File: src/rtl/rx_cmd_pkg.sv
// Shared constants, keyword tables and state encodings for the UART command line parser.
package rx_cmd_pkg;

    localparam logic [7:0] LF    = 8'h0A;
    localparam logic [7:0] CR    = 8'h0D;
    localparam logic [7:0] COLON = 8'h3A;
    localparam logic [7:0] ZERO  = 8'h30;
    localparam logic [7:0] NINE  = 8'h39;

    localparam logic [9:0] RATE_MAX = 10'd255;

    // Keywords are left-aligned in 40 bits so one shift extracts any character.
    localparam logic [39:0] KW_INIT_S  = {"init", 8'h00};
    localparam logic [39:0] KW_NORM_S  = {"norm", 8'h00};
    localparam logic [39:0] KW_START_S = "start";
    localparam logic [39:0] KW_RATE_S  = {"rate", COLON};

    localparam logic [2:0] KW_INIT_LEN  = 3'd4;
    localparam logic [2:0] KW_NORM_LEN  = 3'd4;
    localparam logic [2:0] KW_START_LEN = 3'd5;
    localparam logic [2:0] KW_RATE_LEN  = 3'd5;

    typedef enum logic [1:0] {S_IDLE, S_KEY, S_DIGIT, S_SKIP} state_e;
    typedef enum logic [1:0] {KW_INIT, KW_NORM, KW_START, KW_RATE} kw_e;

    function automatic logic [7:0] kw_char(input kw_e kw, input logic [2:0] idx);
        logic [39:0] s;
        case (kw)
            KW_INIT:  s = KW_INIT_S;
            KW_NORM:  s = KW_NORM_S;
            KW_START: s = KW_START_S;
            default:  s = KW_RATE_S;
        endcase
        s = s << (8 * idx);
        return s[39:32];
    endfunction

    function automatic logic [2:0] kw_len(input kw_e kw);
        case (kw)
            KW_INIT:  return KW_INIT_LEN;
            KW_NORM:  return KW_NORM_LEN;
            KW_START: return KW_START_LEN;
            default:  return KW_RATE_LEN;
        endcase
    endfunction

endpackage

File: src/rtl/rx_dec_accum.sv
// Decimal accumulator for the rate argument; ovf_o flags that the pending digit would exceed RATE_MAX.
module rx_dec_accum
    import rx_cmd_pkg::*;
(
    input  logic       clk,
    input  logic       rst_n,
    input  logic       clr_i,
    input  logic       dig_vld_i,
    input  logic [3:0] dig_i,
    output logic [7:0] value_o,
    output logic       ovf_o
);

    logic [9:0] acc_q;
    logic [9:0] acc_d;

    always_comb begin
        acc_d = acc_q * 10'd10 + {6'd0, dig_i};
    end

    assign ovf_o   = (acc_d > RATE_MAX);
    assign value_o = acc_q[7:0];

    always_ff @(posedge clk or negedge rst_n) begin
        if (!rst_n) begin
            acc_q <= '0;
        end else if (clr_i) begin
            acc_q <= '0;
        end else if (dig_vld_i) begin
            acc_q <= acc_d;
        end
    end

endmodule

File: src/rtl/rx_cmd_parser.sv
// Line parser for "init", "norm", "start" and "rate:<d>" commands from a UART byte stream.
// Optional byte echo outputs are built when RX_CMD_ECHO_EN is defined.
module rx_cmd_parser
    import rx_cmd_pkg::*;
#(
    parameter int MAX_LINE = 16
) (
    input  logic       clk,
    input  logic       reset,
    input  logic [7:0] iRX_DATA,
    input  logic       iRX_VALID,
    output logic       oCMD_INITIAL,
    output logic       oCMD_NORMAL,
    output logic       oCMD_START_CONTROL,
    output logic [7:0] oRATE,
    output logic       oRATE_VALID,
    output logic       oCMD_ERR
`ifdef RX_CMD_ECHO_EN
    ,
    output logic [7:0] oECHO_DATA,
    output logic       oECHO_VALID
`endif
);

    localparam int CW = $clog2(MAX_LINE + 1);
    localparam logic [CW-1:0] CNT_MAX = CW'(MAX_LINE);

    state_e        state_q;
    kw_e           kw_q;
    logic [2:0]    idx_q;
    logic [1:0]    ndig_q;
    logic [CW-1:0] cnt_q;
    logic [7:0]    rate_q;
    logic          init_q, norm_q, start_q, rvld_q, err_q;

    logic       vld, is_lf, is_dig, too_long;
    logic       acc_clr, acc_dig, acc_ovf;
    logic [7:0] acc_val;

    // Carriage returns are invisible to parsing and line length.
    assign vld      = iRX_VALID && (iRX_DATA != CR);
    assign is_lf    = (iRX_DATA == LF);
    assign is_dig   = (iRX_DATA >= ZERO) && (iRX_DATA <= NINE);
    assign too_long = !is_lf && (cnt_q == CNT_MAX);
    assign acc_clr  = vld && (state_q == S_IDLE);
    assign acc_dig  = vld && (state_q == S_DIGIT) && is_dig;

    rx_dec_accum u_accum (
        .clk       (clk),
        .rst_n     (reset),
        .clr_i     (acc_clr),
        .dig_vld_i (acc_dig),
        .dig_i     (iRX_DATA[3:0]),
        .value_o   (acc_val),
        .ovf_o     (acc_ovf)
    );

    always_ff @(posedge clk or negedge reset) begin
        if (!reset) begin
            state_q <= S_IDLE;
            kw_q    <= KW_INIT;
            idx_q   <= '0;
            ndig_q  <= '0;
            cnt_q   <= '0;
            rate_q  <= '0;
            init_q  <= 1'b0;
            norm_q  <= 1'b0;
            start_q <= 1'b0;
            rvld_q  <= 1'b0;
            err_q   <= 1'b0;
        end else begin
            init_q  <= 1'b0;
            norm_q  <= 1'b0;
            start_q <= 1'b0;
            rvld_q  <= 1'b0;
            err_q   <= 1'b0;
            if (vld) begin
                cnt_q <= is_lf ? '0 : ((cnt_q == CNT_MAX) ? cnt_q : cnt_q + 1'b1);
                case (state_q)
                    S_IDLE: begin
                        idx_q   <= 3'd1;
                        state_q <= S_KEY;
                        case (iRX_DATA)
                            "i":     kw_q <= KW_INIT;
                            "n":     kw_q <= KW_NORM;
                            "s":     kw_q <= KW_START;
                            "r":     kw_q <= KW_RATE;
                            LF:      state_q <= S_IDLE;
                            default: begin
                                state_q <= S_SKIP;
                                err_q   <= 1'b1;
                            end
                        endcase
                    end
                    S_KEY: begin
                        if (is_lf) begin
                            state_q <= S_IDLE;
                            if (idx_q == kw_len(kw_q)) begin
                                case (kw_q)
                                    KW_INIT:  init_q  <= 1'b1;
                                    KW_NORM:  norm_q  <= 1'b1;
                                    KW_START: start_q <= 1'b1;
                                    default:  err_q   <= 1'b1;
                                endcase
                            end else begin
                                err_q <= 1'b1;
                            end
                        end else if (too_long || (idx_q == kw_len(kw_q)) ||
                                     (iRX_DATA != kw_char(kw_q, idx_q))) begin
                            state_q <= S_SKIP;
                            err_q   <= 1'b1;
                        end else begin
                            idx_q <= idx_q + 3'd1;
                            if (kw_q == KW_RATE && idx_q == kw_len(kw_q) - 3'd1) begin
                                state_q <= S_DIGIT;
                                ndig_q  <= '0;
                            end
                        end
                    end
                    S_DIGIT: begin
                        if (is_lf) begin
                            state_q <= S_IDLE;
                            if (ndig_q != 2'd0) begin
                                rate_q <= acc_val;
                                rvld_q <= 1'b1;
                            end else begin
                                err_q <= 1'b1;
                            end
                        end else if (too_long || !is_dig || (ndig_q == 2'd3) || acc_ovf) begin
                            state_q <= S_SKIP;
                            err_q   <= 1'b1;
                        end else begin
                            ndig_q <= ndig_q + 2'd1;
                        end
                    end
                    default: begin
                        if (is_lf) begin
                            state_q <= S_IDLE;
                        end
                    end
                endcase
            end
        end
    end

    assign oCMD_INITIAL       = init_q;
    assign oCMD_NORMAL        = norm_q;
    assign oCMD_START_CONTROL = start_q;
    assign oRATE              = rate_q;
    assign oRATE_VALID        = rvld_q;
    assign oCMD_ERR           = err_q;

`ifdef RX_CMD_ECHO_EN
    logic [7:0] echo_data_q;
    logic       echo_vld_q;

    always_ff @(posedge clk or negedge reset) begin
        if (!reset) begin
            echo_data_q <= 8'hFF;
            echo_vld_q  <= 1'b0;
        end else begin
            echo_vld_q <= iRX_VALID;
            if (iRX_VALID) begin
                echo_data_q <= iRX_DATA;
            end
        end
    end

    assign oECHO_DATA  = echo_data_q;
    assign oECHO_VALID = echo_vld_q;
`endif

endmodule

File: config.mk
export PLATFORM = sky130hd
export DESIGN_NAME = rx_cmd_parser
export DESIGN_NICKNAME = d
export VERILOG_FILES = /design/src/rtl/rx_cmd_pkg.sv /design/src/rtl/rx_dec_accum.sv /design/src/rtl/rx_cmd_parser.sv
export SDC_FILE = /design/constraint.sdc
export NUM_CORES = 1
export LEC_CHECK = 0
export ABC_AREA = 1
export BUFFER_PORTS_ARGS = -buffer_cell sky130_fd_sc_hd__clkbuf_2
export CAP_MARGIN = 20
export CORE_MARGIN = 4
export CORE_UTILIZATION = 41
export DETAILED_ROUTE_END_ITERATION = 6
export MAX_ROUTING_LAYER = met4
export PLACE_DENSITY = 0.7
export SETUP_SLACK_MARGIN = 0.02
export SYNTH_ARGS = -nofsm -noshare
export SYNTH_HDL_FRONTEND = slang
export SYNTH_SLANG_ARGS = --single-unit
File: constraint.sdc
create_clock -name clk -period 6.5 [get_ports clk]
set_input_delay 0.65 -clock clk [delete_from_list [all_inputs] [get_ports clk]]
set_output_delay 0.65 -clock clk [all_outputs]
set_load 0.02 [all_outputs]
==> results_dict.tcl <==
set metrics [dict create \
    clk_latency_ns 0.31 \
    grt_max_degree 37 \
    clkPwrFrac_pct 21.3 \
    ys_seq_area_share_pct 30.7 \
    status "finished, final reports clean" \
    dieArea_um2 8570 \
    portBuffers 23 \
    cp_slowest_stage_delay_ns 0.42 \
    dr.pass1.iters 4 \
    r2r_cells 16 \
    maxCapViolations 0 \
    p_int_uw 545 \
    fin_tns_setup_ns 0 \
    cp_common_cell "nand2_1" \
    gp_congestion 0.933 \
    hpwlAfterDp_um 5230 \
    cts-root-buf "clkbuf_8" \
    cts-resized-gates 0 \
    die_w_um 92.6 \
    top_usage_layer "met2" \
    met2_usage_pct 25.4 \
    relSlewSlack_pct 39.0 \
    wirelength_um 6640 \
    ir_drop_v 0.000161 \
    use_met1_pct 22.7 \
    rrSetupSlack_ns 3.74 \
    io-pin-count 24 \
    path_clk_slew_ns 0.09 \
    crit_start "u_accum.acc_q[1]" \
    path_cells "ha_1, ha_1, inv_1, fa_1, nor2_1, nand3b_1, a21oi_2, nand2_1, nand2_1, nand2_1, nor2_1, nand2_1, nand2_1, nand3_4, nand2_1, o21ai_1" \
    grt_pass1_vias 2429 \
    cpMaxStageDelayCell "fa_1" \
    worstPathRequired_ns 6.69 \
    synth_ff_type "dfrtp_1" \
    worst_pin_slew_ns 0.915 \
    ys_seq_elements 36 \
    vias 2657 \
    r2r_start "u_accum.acc_q[1]" \
    holdWs_ns 0.464 \
    syn-mean-instance-area_um2 7.00 \
    path_depth 16 \
    gr-total-overflow 0 \
    cts_tree "built" \
    synth_area_um2 2930 \
    track_usage_pct 16.6 \
    cts_made_buffers 5 \
    syn_inst 419 \
    post-cts-setup-buffers 0 \
    async_reset_ff_share_pct 100 \
    cts.sink_count 36 \
    synth_edf_count 0 \
    hold_class "in -> async" \
    crit_buf_inv 1 \
    rows 30 \
    seqPwrFrac_pct 32.5 \
    ys_types 37 \
    reg2reg_to "ndig_q[0]" \
    start_util_pct 42.7 \
    max_clock_freq_mhz 362 \
    cts_hold_buf 0 \
    path_max_fanout 4 \
    coreArea_um2 6870 \
    path_delay_family "simple AND/OR/NAND/NOR gates" \
    min_period_ns 2.76 \
    drive_gt1_share_pct 16.0 \
    setup_violations 0 \
    switchingPower_uw 441 \
    cp-start-kind "flip-flop" \
    use_met3_pct 2.68 \
    slew_violations 0 \
    clk_path_buf_depth 2 \
    p_comb_share_pct 46.2 \
    htree_levels 2 \
    power.leakage_uw 0.00168 \
    ys_warn_count 0 \
    viasPerCell 4.91 \
    die_h_um 92.6 \
    finClkSkew_ns 0.0157 \
    drt_iter0_markers 103 \
    worstSetupPathType "reg -> reg" \
    swShare_pct 44.7 \
    nNetsFinal 480 \
    power.density_nw_per_um2 304 \
    endpoint_kind "flip-flop" \
    cp.arrival_ns 2.95 \
    diodes 0 \
    wire_per_inst_um 12.3 \
    synth_nets 455 \
    grt_pass1_wl_um 11200 \
    final_antenna_net_count 0 \
    syn2layout_area_growth_pct 10.7 \
    drc 0 \
    rsz0062_at_grt "false" \
    post-route-period-util_pct 42.5 \
    hold_violations 0 \
    antenna_found_initial 0 \
]
cell families (layout without fill, tap and decap cells):
logic type               count (synthesis)  in the layout  synth area share [%]
XOR/XNOR                                 5              5                  1.49
AND/OR/NAND/NOR                        245            245                  39.5
adder cells (fa/ha/maj)                 25             25                  11.2
flip-flops                              36             36                  30.7
buffers and inverters                   68             94                  9.47
AO/OA/AOI/OAI                           40             40                  7.60
metrics by stage:
stage	area, um2	total power (uW)	setup WS, ns	utilization, %	cells
2_1_floorplan	2930	688	3.99	-	419
3_3_place_gp	3130	769	3.80	45.6	533
3_5_place_dp	3130	780	3.71	45.6	533
4_1_cts	3250	990	3.76	47.2	541
5_1_grt	3250	1080	3.50	47.2	541
6_report	3250	987	3.74	47.2	541
flip-flops by register name, summed over array words and instances (netlist names):
register,count
u_accum.acc_q,9
oRATE,8
cnt_q,5
idx_q,3
kw_q,2
ndig_q,2
state_q,2
oCMD_ERR,1
oCMD_INITIAL,1
oCMD_NORMAL,1
oCMD_START_CONTROL,1
oRATE_VALID,1
worst max-delay path by stage:
stage / to / slack (ns)
finish: ndig_q[0] / 3.74
global route: ndig_q[0] / 3.50
CTS: ndig_q[0] / 3.76
detailed placement: ndig_q[0] / 3.71
global placement: ndig_q[0] / 3.80
floorplan: ndig_q[0] / 3.99
per-layer routing:
metal / part of all wire [%] / up-vias / wire (um)
met1: 51 / 1211 / 3410
met3: 3.7 / 9 / 244
li1: - / 1380 / -
met4: 1.4 / 0 / 95
met5: 0 / - / 0
met2: 43 / 57 / 2890
worst reg2reg max path: stages, from the launching register on:
cell      delay (ns)
dfrtp_1         0.41
ha_1            0.30
ha_1            0.23
inv_1           0.07
fa_1            0.42
nor2_1          0.16
nand3b_1        0.14
a21oi_2         0.18
nand2_1         0.07
nand2_1         0.06
nand2_1         0.06
nor2_1          0.14
nand2_1         0.09
nand2_1         0.10
nand3_4         0.09
nand2_1         0.06
o21ai_1         0.06
power by group through the flow:
stage	clock network, uW	logic (uW)	registers, uW
finish	210	456	321
global route	224	524	330
CTS	213	457	320
detailed placement	0	456	324
global placement	0	445	324
floorplan	0	385	303
synthesized netlist by cell type, drive strengths merged (3+ instances only):
cell type    n  area, um2
nand2      131        529
inv         62        233
nand3       46        258
nor2        46        235
dfrtp       36        901
o21ai       27        139
ha          23        288
a21oi        8       47.6
nand4        6       37.5
buf          5       36.3
nor3         5       25.0
or2          4       25.0
nand3b       3       22.5
xor2         3       26.3
layout by cell type, fill, tap and decap left out, types with 2 or more instances in the layout:
cell and n:
a21oi_1 6, a21oi_2 2, clkbuf_2 23, clkbuf_8 5, dfrtp_1 36, fa_1 2, ha_1 23, inv_1 53
inv_2 9, nand2_1 122, nand2_2 6, nand2_4 3, nand3_1 42, nand3_2 3, nand3b_1 3, nand4_1 6
nor2_1 35, nor2_2 4, nor2_4 7, nor3_1 5, nor4_1 2, o21ai_0 15, o21ai_1 11, o31ai_1 2
or2_2 3, xnor2_1 2, xor2_1 3
area by class of cell:
class | count | area, um2
tap | 96 | 120
clock buffer | 5 | 68.8
clock inverter | 3 | 46.3
inverter | 63 | 241
fill | 669 | 3620
sequential | 36 | 901
multi-input combinational | 315 | 1750
timing repair buffer | 23 | 115
Note: power is estimated with default switching activity, not from simulation.
